[src/rtl/bp_pkg.sv]
// Shared types and helpers for the branch prediction unit.
// Optional statistics counters are enabled with BP_STATS_EN.
package bp_pkg;

  typedef enum logic [1:0] {
    SNT = 2'b00,
    WNT = 2'b01,
    WT  = 2'b10,
    ST  = 2'b11
  } pht_state_t;

  function automatic pht_state_t sat_inc(pht_state_t s);
    return (s == ST) ? ST : pht_state_t'(s + 2'd1);
  endfunction

  function automatic pht_state_t sat_dec(pht_state_t s);
    return (s == SNT) ? SNT : pht_state_t'(s - 2'd1);
  endfunction

endpackage

[src/rtl/bp_btb_dm.sv]
// Direct-mapped branch target buffer: async-reset valid bits,
// combinational lookup, single write port.
module bp_btb_dm
  import bp_pkg::*;
#(
  parameter int XLEN  = 32,
  parameter int IDX_W = 5
) (
  input  logic            clk,
  input  logic            reset_n,
  input  logic [XLEN-1:0] rd_pc,
  output logic            hit,
  output logic            hit_jump,
  output logic [XLEN-1:0] hit_target,
  input  logic            we,
  input  logic [XLEN-1:0] wr_pc,
  input  logic [XLEN-1:0] wr_target,
  input  logic            wr_jump
);

  localparam int TAG_W = XLEN - IDX_W - 2;
  localparam int DEPTH = 1 << IDX_W;

  typedef struct packed {
    logic [TAG_W-1:0] tag;
    logic [XLEN-1:0]  target;
    logic             is_jump;
  } btb_entry_t;

  logic [DEPTH-1:0] valid;
  btb_entry_t       mem [DEPTH];

  logic [IDX_W-1:0] rd_idx;
  logic [IDX_W-1:0] wr_idx;
  btb_entry_t       rd_ent;

  assign rd_idx = rd_pc[IDX_W+1:2];
  assign wr_idx = wr_pc[IDX_W+1:2];
  assign rd_ent = mem[rd_idx];

  assign hit        = valid[rd_idx] &&
                      (rd_ent.tag == rd_pc[XLEN-1:IDX_W+2]);
  assign hit_jump   = rd_ent.is_jump;
  assign hit_target = rd_ent.target;

  // Only the valid bits need reset; payload is qualified by them.
  always_ff @(posedge clk or negedge reset_n) begin
    if (!reset_n) begin
      valid <= '0;
    end else if (we) begin
      valid[wr_idx] <= 1'b1;
    end
  end

  always_ff @(posedge clk) begin
    if (we) begin
      mem[wr_idx] <= '{tag:     wr_pc[XLEN-1:IDX_W+2],
                       target:  wr_target,
                       is_jump: wr_jump};
    end
  end

  logic lsb_unused;
  assign lsb_unused = ^{rd_pc[1:0], wr_pc[1:0]};

endmodule

[src/rtl/bp_unit.sv]
// Gshare + direct-mapped BTB branch predictor for fetch.
// Define BP_STATS_EN to add saturating prediction statistics.
module bp_unit
  import bp_pkg::*;
#(
  parameter int XLEN      = 32,
  parameter int BHR_W     = 3,
  parameter int PHT_IDX_W = 7,
  parameter int BTB_IDX_W = 5,
  parameter int CNT_W     = 32
) (
  input  logic             clk,
  input  logic             reset_n,
  input  logic [XLEN-1:0]  fetch_pc,
  output logic             pred_taken,
  output logic [XLEN-1:0]  pred_target,
  output logic [BHR_W-1:0] pred_bhr,
  input  logic             upd_valid,
  input  logic             upd_is_br,
  input  logic             upd_is_jump,
  input  logic [XLEN-1:0]  upd_pc,
  input  logic             upd_taken,
  input  logic [XLEN-1:0]  upd_target,
  input  logic [BHR_W-1:0] upd_bhr,
  input  logic             upd_pred_taken,
  input  logic [XLEN-1:0]  upd_pred_target,
  output logic             mispredict,
  input  logic             stat_clr,
  output logic [CNT_W-1:0] stat_total,
  output logic [CNT_W-1:0] stat_correct,
  output logic [CNT_W-1:0] stat_incorrect
);

  localparam int PHT_N = 1 << PHT_IDX_W;

  logic is_br;
  logic ct;
  logic br_upd;

  // Both type bits set is resolved as a jump.
  assign is_br  = upd_is_br & ~upd_is_jump;
  assign ct     = upd_valid & (is_br | upd_is_jump);
  assign br_upd = ct & is_br;

  logic [BHR_W-1:0]     bhr;
  pht_state_t           pht [PHT_N];
  logic [PHT_IDX_W-1:0] fidx;
  logic [PHT_IDX_W-1:0] uidx;
  logic [1:0]           fstate;

  assign fidx   = fetch_pc[PHT_IDX_W+1:2] ^ PHT_IDX_W'(bhr);
  assign uidx   = upd_pc[PHT_IDX_W+1:2] ^ PHT_IDX_W'(upd_bhr);
  assign fstate = pht[fidx];

  always_ff @(posedge clk or negedge reset_n) begin
    if (!reset_n) begin
      for (int i = 0; i < PHT_N; i++) pht[i] <= WNT;
    end else if (br_upd) begin
      pht[uidx] <= upd_taken ? sat_inc(pht[uidx])
                             : sat_dec(pht[uidx]);
    end
  end

  always_ff @(posedge clk or negedge reset_n) begin
    if (!reset_n) begin
      bhr <= '0;
    end else if (br_upd) begin
      bhr <= {bhr[BHR_W-2:0], upd_taken};
    end
  end

  logic            hit;
  logic            hit_jump;
  logic [XLEN-1:0] hit_target;

  bp_btb_dm #(
    .XLEN  (XLEN),
    .IDX_W (BTB_IDX_W)
  ) u_btb (
    .clk        (clk),
    .reset_n    (reset_n),
    .rd_pc      (fetch_pc),
    .hit        (hit),
    .hit_jump   (hit_jump),
    .hit_target (hit_target),
    .we         (ct & upd_taken),
    .wr_pc      (upd_pc),
    .wr_target  (upd_target),
    .wr_jump    (upd_is_jump)
  );

  assign pred_taken  = hit & (hit_jump | fstate[1]);
  assign pred_target = hit ? hit_target : '0;
  assign pred_bhr    = bhr;

  assign mispredict = ct &
    ((upd_taken != upd_pred_taken) |
     (upd_taken & (upd_pred_target != upd_target)));

`ifdef BP_STATS_EN
  logic [CNT_W-1:0] tot_q;
  logic [CNT_W-1:0] cor_q;
  logic [CNT_W-1:0] inc_q;

  always_ff @(posedge clk or negedge reset_n) begin
    if (!reset_n) begin
      tot_q <= '0;
      cor_q <= '0;
      inc_q <= '0;
    end else if (stat_clr) begin
      tot_q <= '0;
      cor_q <= '0;
      inc_q <= '0;
    end else if (ct) begin
      if (tot_q != '1) tot_q <= tot_q + 1'b1;
      if (mispredict) begin
        if (inc_q != '1) inc_q <= inc_q + 1'b1;
      end else begin
        if (cor_q != '1) cor_q <= cor_q + 1'b1;
      end
    end
  end

  assign stat_total     = tot_q;
  assign stat_correct   = cor_q;
  assign stat_incorrect = inc_q;
`else
  logic stat_unused;
  assign stat_unused    = stat_clr;
  assign stat_total     = '0;
  assign stat_correct   = '0;
  assign stat_incorrect = '0;
`endif

endmodule

[config.mk]
export PLATFORM = sky130hd
export DESIGN_NAME = bp_unit
export DESIGN_NICKNAME = d
export VERILOG_FILES = /design/src/rtl/bp_pkg.sv /design/src/rtl/bp_btb_dm.sv /design/src/rtl/bp_unit.sv
export SDC_FILE = /design/constraint.sdc
export NUM_CORES = 2
export LEC_CHECK = 0
export ABC_AREA = 1
export BUFFER_PORTS_ARGS = -buffer_cell sky130_fd_sc_hd__buf_4
export CAP_MARGIN = 20
export CORE_MARGIN = 3
export CORE_UTILIZATION = 45
export DETAILED_ROUTE_END_ITERATION = 7
export SYNTH_ARGS = -nofsm -noshare
export SYNTH_HDL_FRONTEND = slang
export SYNTH_HIERARCHICAL = 1
export SYNTH_SLANG_ARGS = --single-unit
[constraint.sdc]
create_clock -name clk -period 2.8 [get_ports clk]
set_clock_uncertainty 0.1 [all_clocks]
set_input_delay 0.14 -clock clk [delete_from_list [all_inputs] [get_ports clk]]
set_output_delay 0.14 -clock clk [all_outputs]
set_load 0.005 [all_outputs]
==> flow_summary.ini <==
[outcome]
outcome = finished with violations
violations = negative setup slack

[detailed_routing]
dr.pass1.iters = 6
first_iter_violations = 8184
routedWlPerCell_um = 24.9
remaining_drc_errors = 0
via_count = 68000
routed_wl_mm = 292
viasPerCell = 5.80
ant_nets = 0

[global_route]
grt_pass1_wl_mm = 432
track_usage = 0.272
grt_max_degree = 135
grt_overflow = 0
grt_antenna_before_repair = 7
grt_pass1_vias = 65500

[finish]
design_area_um2 = 108000
final_common_cell = nand2_1
syn2layout_area_growth_pct = 17.2
finalNetCount = 9001
utilization = 0.533
layout.cells.most_common_list = nand2_1 (2065), edfxtp_1 (1856), nand3_1 (1130)
final_layout_size_suffix_gt1_frac = 0.133

[power]
p_leak_nw = 39.9
powerDensity_nw_per_um2 = 661
ir_drop_mv = 0.629

[timing]
tightest_slew_ps = 1080
final_hold_viol_count = 0
setup_ws_ps = -642
slew_headroom = 0.278
clock.fmax_mhz = 291
setup_viol_count_final = 33
min_period_over_period = 1.23
slew_viol_final = 0
grt_setup_unrepaired = true
finalWorstPathRequiredPeriod_ps = 3440

[logic_synthesis]
netlist_top_cells_area = edfxtp_1 (60%), nand2_1 (8.5%), nand3_1 (6.2%)
synth_top_area_share = 0.603
ys_ff_latch = 2147
synth_edf_count = 1856
synth_flop_cell = edfxtp_1
syn_inst = 8477
seq_area_frac_synth = 0.683
yosysTopAreaCell = edfxtp_1
synth_area_per_cell_um2 = 10.9
syn_area_um2 = 92500
ys_async_sr_fraction = 0.136
yosysWarnings = 6
ys_types = 38

[setup_path]
worst-setup-path-type = register to output port
reg2reg_to = pht[82]
slowest_delay_ps = 350
end_kind = output port
timing.critical_path.mode_cell = nand2_1
cp_max_fo = 8
reg2reg_slack_ps = 350
r2r-start = pht[253]
crit_end = pred_target[28]
cp-start-kind = register
critPathRequiredTime_ps = 2560
ff2ff_path_depth = 16
cp-startpoint = u_btb/mem[26][44]
crit_chain = nand2_1, nand3_1, nand3_1, nand2_1, nand2_1, nand3_2, buf_6, nand3b_1, nand2_2, nor2_2, nand2_2, nor2_2, nand2_2, nor2_4, buf_12, buf_12, nand2_1, inv_1, buf_4
arrival_ps = 3200
slowest_stage = edfxtp_1

[floorplan]
num_io_pins = 272
dieArea_um2 = 211000
num_rows = 165
die_y_um = 459
initial_core_util = 0.455
core_region_area_um2 = 203000
die_w_um = 459

[clocking]
clk_pin_slew_ps = 60
clock_sinks = 2147
htreeDepth = 4
clk_latency_ps = 890
cts_tree = built
cts_root_buffer = clkbuf_16
numCtsBuffers = 222
clk_path_buf_depth = 3

[placed_design]
io_buffer_count = 170
detailed_place_hpwl_mm = 166
gp_congestion = 0.864
placedInstanceArea_um2 = 99600

[run]
maxCapViolCount = 0

[worst_hold_path]
hold_path_class = primary input to asynchronous set/reset pin
## cell usage after synthesis, types with 3 or more instances
library cell  count
o22ai_1          71
buf_2           181
o21ai_1          23
buf_4           145
clkbuf_1        235
o21ai_0         575
buf_6            47
nand2_1        2096
a221oi_1          4
a31oi_1          33
o221ai_1        200
inv_1           498
a21oi_1           3
dfrtp_1         163
dfstp_2         128
nor2_1          732
a32oi_1          27
nor3_1           99
nand3_1        1151
buf_1            29
xnor2_1           6
o211ai_1        115
inv_2             3
nand3b_1         18
xor2_1           13
or2_2            12
edfxtp_1       1856
## what timing repair did
action,4_1_cts,5_1_grt
hold buffers,75,0
resized for setup,99,37
endpoints found under the hold margin,2441,0
cloned,6,0
pin swaps,54,12
setup buffers,16,1
endpoints found under the setup margin,33,48
## critical path, delay by kind of cell, from the launching register on
family	cells	cell delay, ps
AND/OR/NAND/NOR	14	1320
buffers and inverters	5	600
flip-flops	1	350
## registers in the layout (all words and copies together) (netlist names)
name / flops
u_btb/valid: 32
pred_bhr: 3
pht: 256
u_btb/mem: 1856
## layer usage
metal,global-route usage,up-vias,wire length [µm]
met5,0,-,0
met4,0.0904,0,9330
met3,0.0412,561,23300
met2,0.440,3288,138000
met1,0.379,33900,121000
li1,-,30200,-
## kinds of logic after synthesis
kind of cell,Yosys count,share of synthesized area
AOI/OAI and AO/OA,1054,0.0710
xor gates and xnor gates,20,0.00198
buffers and inverters,1141,0.0587
DFF,2147,0.683
other,1,0.0000405
and+or+nand+nor,4114,0.185
## worst min-delay path by stage
stage | depth (start not counted) | slack (ps) | start | end
after floorplan | 0 | -260 | reset_n | pht[101]
after global placement | 1 | 130 | reset_n | pht[123]
after detailed placement | 1 | 130 | reset_n | pht[123]
after CTS | 2 | 3 | reset_n | pht[114]
after global routing | 2 | 40 | reset_n | pht[114]
final | 2 | 50 | reset_n | pht[114]
## cell type report
cell class                      count  area (µm²)
Timing Repair Buffer              704        7870
Clock buffer                      307        6120
Antenna cell                        6        15.0
Fill cell                       17300       95000
Multi-Input combinational cell   5285       24900
Inverter                          502        1920
Clock inverter                    105        1090
Tap cell                         2672        3340
Sequential cell                  2147       63200
## power by group
| group | leakage (nW) | switching, mW | total (mW) | internal [mW] |
|---|---|---|---|---|
| clock | 3.53 | 12.6 | 29.2 | 16.6 |
| combinational | 16.2 | 4.77 | 7.06 | 2.30 |
| sequential | 20.2 | 0.156 | 35.3 | 35.2 |
## stage by stage
stage	setup TNS (ps)	hold slack (ps)	std cells	setup WS [ps]	power, mW
detailed placement	-13250	131	11200	-391	42.6
global route	-25750	41.4	11700	-806	73.9
global placement	-13320	126	11200	-369	42.5
floorplan	-656350	-256	8572	-940	39.6
finish	-19860	48.4	11700	-642	71.6
CTS	-20230	2.95	11700	-641	71.9
Power figures use the tool's default switching activity.
